==> config.mk <==
export PLATFORM = sky130hd
export DESIGN_NAME = layer1_psum_accumulator
export DESIGN_NICKNAME = d
export VERILOG_FILES = /design/src/rtl/layer1_psum_accumulator.sv
export SDC_FILE = /design/constraint.sdc
export NUM_CORES = 1
export LEC_CHECK = 0
export BUFFER_PORTS_ARGS = -buffer_cell sky130_fd_sc_hd__buf_4
export CAP_MARGIN = 20
export CORE_MARGIN = 5
export CORE_UTILIZATION = 64
export DETAILED_ROUTE_END_ITERATION = 8
export PLACE_DENSITY = 0.93
export SKIP_CTS_REPAIR_TIMING = 1
export SYNTH_ARGS = -nofsm -noshare
export SYNTH_HDL_FRONTEND = slang
export SYNTH_SLANG_ARGS = --single-unit
==> constraint.sdc <==
create_clock -name clk -period 7 [get_ports clk]
set_input_delay 0.7 -clock clk [delete_from_list [all_inputs] [get_ports clk]]
set_output_delay 0.7 -clock clk [all_outputs]
set_load 0.02 [all_outputs]
==> src/rtl/layer1_psum_accumulator.sv <==
// Layer-1 partial-sum accumulator: sums TAPS beats of 8 signed channels, adds bias,
// applies optional ReLU and saturation, and holds the packed result under valid/ready.
module layer1_psum_accumulator #(
  parameter int TAPS   = 9,
  parameter int DATA_W = 16,
  parameter int ACC_W  = 21
) (
  input  logic                clk,
  input  logic                rst_n,
  input  logic                clear,
  input  logic                relu_en,
  input  logic [8*DATA_W-1:0] bias,
  input  logic                in_valid,
  output logic                in_ready,
  input  logic [8*DATA_W-1:0] in_psum,
  output logic                out_valid,
  input  logic                out_ready,
  output logic [8*DATA_W-1:0] out_data,
  output logic [3:0]          tap_cnt
);

  localparam int                      CH       = 8;
  localparam logic [3:0]              LAST_TAP = 4'(TAPS - 1);
  localparam logic signed [ACC_W-1:0] SAT_MAX  = ACC_W'((2 ** (DATA_W - 1)) - 1);
  localparam logic signed [ACC_W-1:0] SAT_MIN  = ~SAT_MAX;

  typedef enum logic {ST_ACC, ST_HOLD} state_t;

  function automatic logic signed [ACC_W-1:0] sext(input logic [DATA_W-1:0] v);
    return {{(ACC_W - DATA_W){v[DATA_W-1]}}, v};
  endfunction

  function automatic logic signed [ACC_W-1:0] relu(input logic signed [ACC_W-1:0] v,
                                                   input logic en);
    return (en && v[ACC_W-1]) ? '0 : v;
  endfunction

  function automatic logic [DATA_W-1:0] sat(input logic signed [ACC_W-1:0] v);
    if (v > SAT_MAX) return SAT_MAX[DATA_W-1:0];
    if (v < SAT_MIN) return SAT_MIN[DATA_W-1:0];
    return v[DATA_W-1:0];
  endfunction

  state_t                  state_q, state_d;
  logic signed [ACC_W-1:0] acc_q [CH];
  logic signed [ACC_W-1:0] acc_d [CH];
  logic signed [ACC_W-1:0] sum_w [CH];
  logic [3:0]              tap_q, tap_d;
  logic                    out_valid_q, out_valid_d;
  logic [8*DATA_W-1:0]     out_data_q, out_data_d;
  logic                    accept;
  logic                    last_beat;

  // While a result is held, a new beat can only enter as the result drains.
  assign in_ready  = (state_q == ST_ACC) ? 1'b1 : out_ready;
  assign accept    = in_valid && in_ready;
  assign last_beat = (tap_q == LAST_TAP);

  always_comb begin
    state_d     = state_q;
    tap_d       = tap_q;
    out_valid_d = out_valid_q;
    out_data_d  = out_data_q;
    acc_d       = acc_q;
    for (int k = 0; k < CH; k++) begin
      sum_w[k] = acc_q[k] + sext(in_psum[k*DATA_W +: DATA_W]);
    end

    // acc and tap count are already zero in HOLD, so a draining beat starts a fresh pixel.
    if (clear) begin
      state_d     = ST_ACC;
      tap_d       = '0;
      out_valid_d = 1'b0;
      for (int k = 0; k < CH; k++) acc_d[k] = '0;
    end else if (accept && last_beat) begin
      for (int k = 0; k < CH; k++) begin
        out_data_d[k*DATA_W +: DATA_W] =
          sat(relu(sum_w[k] + sext(bias[k*DATA_W +: DATA_W]), relu_en));
        acc_d[k] = '0;
      end
      tap_d       = '0;
      out_valid_d = 1'b1;
      state_d     = ST_HOLD;
    end else if (accept) begin
      for (int k = 0; k < CH; k++) acc_d[k] = sum_w[k];
      tap_d       = tap_q + 4'd1;
      out_valid_d = 1'b0;
      state_d     = ST_ACC;
    end else if (state_q == ST_HOLD && out_ready) begin
      out_valid_d = 1'b0;
      state_d     = ST_ACC;
    end
  end

  // Result register stage
  always_ff @(posedge clk or negedge rst_n) begin
    if (!rst_n) begin
      state_q     <= ST_ACC;
      tap_q       <= '0;
      out_valid_q <= 1'b0;
      out_data_q  <= '0;
      for (int k = 0; k < CH; k++) acc_q[k] <= '0;
    end else begin
      state_q     <= state_d;
      tap_q       <= tap_d;
      out_valid_q <= out_valid_d;
      out_data_q  <= out_data_d;
      for (int k = 0; k < CH; k++) acc_q[k] <= acc_d[k];
    end
  end

  assign out_valid = out_valid_q;
  assign out_data  = out_data_q;
  assign tap_cnt   = tap_q;

endmodule

Yosys cells after proc, flatten, opt, wreduce, memory -nomap -nowiden
Index checks and enable logic that the tools add are counted.

Add/subtract/negate cells: 17. Order comparisons: 16. Equal/unequal tests: 1. Muxes and demuxes: 107. Bitwise logic cells: 1. Reductions and logical operators: 14.

Operators by type and width (number): 16-bit 2-to-1 mux (32); 168-bit 2-to-1 mux (3); 21-bit by 16-bit adder with 21-bit output (16); 21-bit by 16-bit > comparator with 1-bit output (second input constant) (8); 21-bit by 16-bit < comparator with 1-bit output (second input constant) (8); 21-bit 2-to-1 mux (8); 1-bit 2-to-1 mux (61); 4-bit 2-to-1 mux (3); 1-bit logical AND (11); 4-bit by 1-bit adder with 4-bit output (second input constant) (1); 4-bit == test (second input constant) (1); 4-bit nonzero test (1); 3-bit nonzero test (1); 2-bit AND reduction (1); 1-bit inverter (1).

Register bits after elaboration: 301. Input port bits: 262. Output and inout port bits: 134. Word-level logic and storage cells: 167.

Longest topological paths before layout
Depth in word-level cells: 13. Gate-level depth with buffers: 24. Mapped depth without buffers: 23.

Worst setup path after synthesis
Ideal clock, no wire load.

Path kind: in2reg. Start point: input port in_psum[49]. End point: register out_data_q[59], in the netlist out_data[59]. Library setup time: 0.126 ns. Arrival time: 5.023 ns. Required time: 6.874 ns. Path slack: 1.851 ns. Stages: 22. Buffers on the path: 1. Cell sequence: ha_1 -> a21o_1 -> a21oi_1 -> nor2b_1 -> o21a_1 -> o21a_1 -> a22oi_1 -> nand2b_1 -> a21oi_1 -> xnor2_1 -> ha_1 -> and3_1 -> and4_1 -> and3_1 -> a32oi_1 -> nand2_1 -> mux2_1 -> o21ba_1 -> a2111oi_2 -> nor3b_2 -> buf_2 -> a221o_1.

Word-level cells in the longest chain between the ends: 11. Elaborated cells on any way between the ends: 16. Classes of those cells: 2 x add/sub; 2 x order compare; 11 x mux; 1 x reduce/logical.

RTL lines: start: declaration (line 15) `input logic [8*DATA_W-1:0] in_psum,`; 21-bit by 16-bit adder with 21-bit output * (line 66) `sum_w[k] = acc_q[k] + sext(in_psum[k*DATA_W +: DATA_W]);`; 21-bit by 16-bit adder with 21-bit output * (line 78) `sat(relu(sum_w[k] + sext(bias[k*DATA_W +: DATA_W]), relu_en));`; 1-bit logical AND (line 35) `return (en && v[ACC_W-1]) ? '0 : v;`; 21-bit 2-to-1 mux * (line 35); 21-bit by 16-bit < comparator with 1-bit output (line 40) `if (v < SAT_MIN) return SAT_MIN[DATA_W-1:0];`; 1-bit 2-to-1 mux (2 in a row) (line 40); 1-bit 2-to-1 mux (line 75) `end else if (accept && last_beat) begin`; 1-bit 2-to-1 mux (line 70) `if (clear) begin`; 16-bit 2-to-1 mux (line 41) `return v[DATA_W-1:0];`; 16-bit 2-to-1 mux * (line 40); end signal: assignment (line 107) `out_data_q <= out_data_d;`; end: declaration (line 50) `logic [8*DATA_W-1:0] out_data_q, out_data_d;`.

Every way passes the cells marked *; elsewhere a longest branch is shown, timed or not. The select of a mux whose other input is x is not followed. A chain may end at the register's enable or synchronous reset.

Worst setup path in the final report
Start point: register acc_q[147] in the netlist's numbering. End point: register out_data_q[7], in the netlist out_data[7].

Word-level cells in the longest chain between the ends: 11. Elaborated cells on any way between the ends: 16. Classes of those cells: 2 x add/sub; 2 x order compare; 11 x mux; 1 x reduce/logical.

RTL lines: start: declaration (line 45) `logic signed [ACC_W-1:0] acc_q [CH];`; 21-bit by 16-bit adder with 21-bit output * (line 66); 21-bit by 16-bit adder with 21-bit output * (line 78); 1-bit logical AND (line 35); 21-bit 2-to-1 mux * (line 35); 21-bit by 16-bit < comparator with 1-bit output (line 40); 1-bit 2-to-1 mux (2 in a row) (line 40); 1-bit 2-to-1 mux (line 75); 1-bit 2-to-1 mux (line 70); 16-bit 2-to-1 mux (line 41); 16-bit 2-to-1 mux * (line 40).

Marks and branches as above.

==> impl_metrics.toml <==
[synth]
syn_avg_cell_area_um2 = 8.883
syn_nets = 3598
yosys_most_used_dff = "dfrtp_1"
synth_edf_count = 0
synth_area_um2 = 26560
synth.distinct_cells = 87
synthCells = 2990
yosysSeqAreaShare_pct = 28.36
synth_warnings = 0
synth-seq-cells = 301
ys_async_sr_fraction_pct = 100.0

[power_and_ir_drop]
vdd.ir_drop.worst_mv = 0.2457
p_per_area_nw_per_um2 = 318.7
p_leak_nw = 15.23

[layout]
drive_above_1_share_pct = 15.64
syn_to_final_growth_pct = 18.29
final_core_util_pct = 76.77
fin_nets = 3960
fill_cells = 2728

[setup_path]
critPathArrivalTime_ns = 6.29
timing.rr.end = "out_data[7]"
ff2ff_path_depth = 21
crit_path_start = "acc_q[147]"
cp.required_ns = 7.39
critPathLaunchType = "flop"
ff2ff_setup_slack_ns = 1.10
cp_max_fo = 16
end_kind = "flop"
crit-reg2reg-launch = "acc_q[147]"
setup.worst_path.class = "reg2reg"

[timing]
drv_slew = 0
skew_ns = 0.01594
setup_viol = 0
rsz0062_at_grt = "false"
fmax_ghz = 0.1696
holdWs_ns = 0.1045
finalSetupTns_ns = 0
maxSlewHeadroom_pct = 32.36
hold_violations = 0
post-route-period-util_pct = 84.22
worstMarginPinSlew_ns = 1.010
period_needed_ns = 5.895

[detailed_routing]
wl_mm = 80.91
vias = 25658
firstDrtPassIters = 6
dr.first_iter.drc_count = 2323
via_per_inst = 6.547
drt.antenna.violating_nets = 0
wire_per_inst_um = 20.65
remaining_drc_errors = 0

[global_route]
grt_max_degree = 158
grt_usage_pct = 33.74
grt_pass1_vias = 25615
grt-ovfl-total = 0
antenna_found_initial = 3
grt_pass1_wl_mm = 127.3

[job]
maxCapViolations = 0

[floorplan]
fp.dieW_um = 213.7
start_util_pct = 64.90
top_level_ports = 396
chipHeight_um = 213.7
coreArea_um2 = 40920
std_cell_rows = 74
dieArea_um2 = 45670

[clocking]
clockBufferDepth = 3
clk_pin_slew_ns = 0.06
cts_tree = "done"
root_buffer = "clkbuf_16"
clock_sinks = 301
cts-buffers-inserted = 38
htreeDepth = 2
clock_latency_ns = 0.57

[status]
status = "finished clean"

[placement]
dp_hpwl_mm = 60.37
port_buffers = 395
globalplace.congestion = 0.9522

[min_path]
hold_path_class = "in2async"
-- area by class of cell --
class | instances | area, µm² | area share [%]
antenna | 5 | 12.51 | 0.03982
timing repair buffer | 412 | 3172 | 10.10
multi-input combinational | 2478 | 18240 | 58.06
sequential | 301 | 7532 | 23.97
tap | 532 | 665.6 | 2.119
clock buffer | 53 | 1151 | 3.664
clock inverter | 17 | 190.2 | 0.6053
inverter | 121 | 454.2 | 1.446
-- cell families after synthesis --
family                     after synthesis  share of synthesized area, %
buffers and inverters                  211                         3.086
DFF                                    301                         28.36
and+or+nand+nor                        754                         13.60
muxes                                   16                        0.6077
adders and majority gates              346                         16.75
xor gates and xnor gates               287                         9.568
AOI/OAI and AO/OA                     1075                         28.03
-- worst max-delay path: stages (launching register included) --
cell	delay (ns)
dfrtp_1	0.37
ha_1	0.19
inv_1	0.06
fa_1	0.39
nor2b_1	0.23
o31ai_1	0.11
a21oi_1	0.28
a31oi_1	0.28
o21ai_0	0.35
o21a_1	0.18
nor2_1	0.05
xnor2_1	0.15
ha_1	0.37
and4_1	0.27
nand3_1	0.13
o211ai_1	0.49
mux2i_1	0.28
a21oi_1	0.11
a31o_2	0.23
or3_1	0.36
a21oi_2	0.68
a21oi_1	0.16
-- sequential cells by signal, indices dropped and copies added, names as in the netlist --
register	count
out_data	128
tap_cnt	4
out_valid	1
acc_q	168
-- cell usage in the layout, fill, tap and decap left out, drive strengths merged, types with 20 or more instances in the layout --
cell	n
buf	411
ha	330
dfrtp	301
a21oi	286
nor2	254
xnor2	209
nand2	163
a22o	157
o21ai	156
inv	121
a21o	99
xor2	76
nor3	59
clkbuf	54
o21a	53
nand2b	53
nand3	50
a221o	46
nor2b	43
o22ai	43
o21bai	35
a31oi	30
and3	25
o31ai	24
o211ai	22
or3	21
a211oi	20
-- metrics by stage --
stage / std cells / cell area (µm²) / setup slack, ns / power [W]
finish: 3919 / 31420 / 1.105 / 0.01001
global route: 3917 / 31410 / 0.7170 / 0.01067
CTS: 3909 / 31320 / 1.270 / 0.009923
detailed placement: 3839 / 29980 / 1.006 / 0.007736
global placement: 3839 / 29980 / 1.309 / 0.007474
floorplan: 2990 / 26560 / 1.851 / 0.006441
-- power breakdown --
part	total (W)	internal [W]	switching [W]
registers	0.00208	0.00194	0.000136
clock network	0.00212	0.00130	0.000821
logic	0.00582	0.00248	0.00334
total	0.0100	0.00572	0.00429
-- synthesized netlist by cell type, types with 20 or more instances --
cell / n / area share (%)
a211oi_1: 20 / 0.57
a21o_1: 99 / 2.8
a21oi_1: 282 / 5.3
a221o_1: 46 / 1.7
a22o_1: 157 / 5.2
a31oi_1: 29 / 0.68
and3_1: 25 / 0.59
clkbuf_1: 72 / 1.0
dfrtp_1: 301 / 28
ha_1: 330 / 16
inv_1: 121 / 1.7
nand2_1: 163 / 2.3
nand2b_1: 53 / 1.2
nand3_1: 50 / 0.94
nor2_1: 254 / 3.6
nor2b_1: 43 / 1.0
nor3_1: 58 / 1.1
o211ai_1: 22 / 0.62
o21a_1: 53 / 1.5
o21ai_0: 132 / 2.5
o21ai_1: 24 / 0.45
o21bai_1: 35 / 0.99
o22ai_1: 43 / 1.0
o31ai_1: 24 / 0.68
or3_1: 21 / 0.49
xnor2_1: 209 / 6.9
xor2_1: 76 / 2.5
-- per-layer routing --
| metal | track usage, % | wire [µm] |
|---|---|---|
| met2 | 56.56 | 38190 |
| met1 | 42.42 | 31970 |
| met4 | 15.26 | 4001 |
| met5 | 0 | 0 |
| met3 | 6.715 | 6747 |
-- worst max path at each step --
stage / end / slack [ns] / cells after the start
floorplan: out_data[59] / 1.85 / 22
global placement: out_data[1] / 1.31 / 22
detailed placement: out_data[0] / 1.01 / 22
CTS: out_data[0] / 1.27 / 21
global route: out_data[0] / 0.72 / 21
finish: out_data[7] / 1.10 / 21
Power figures use the tool's default switching activity.
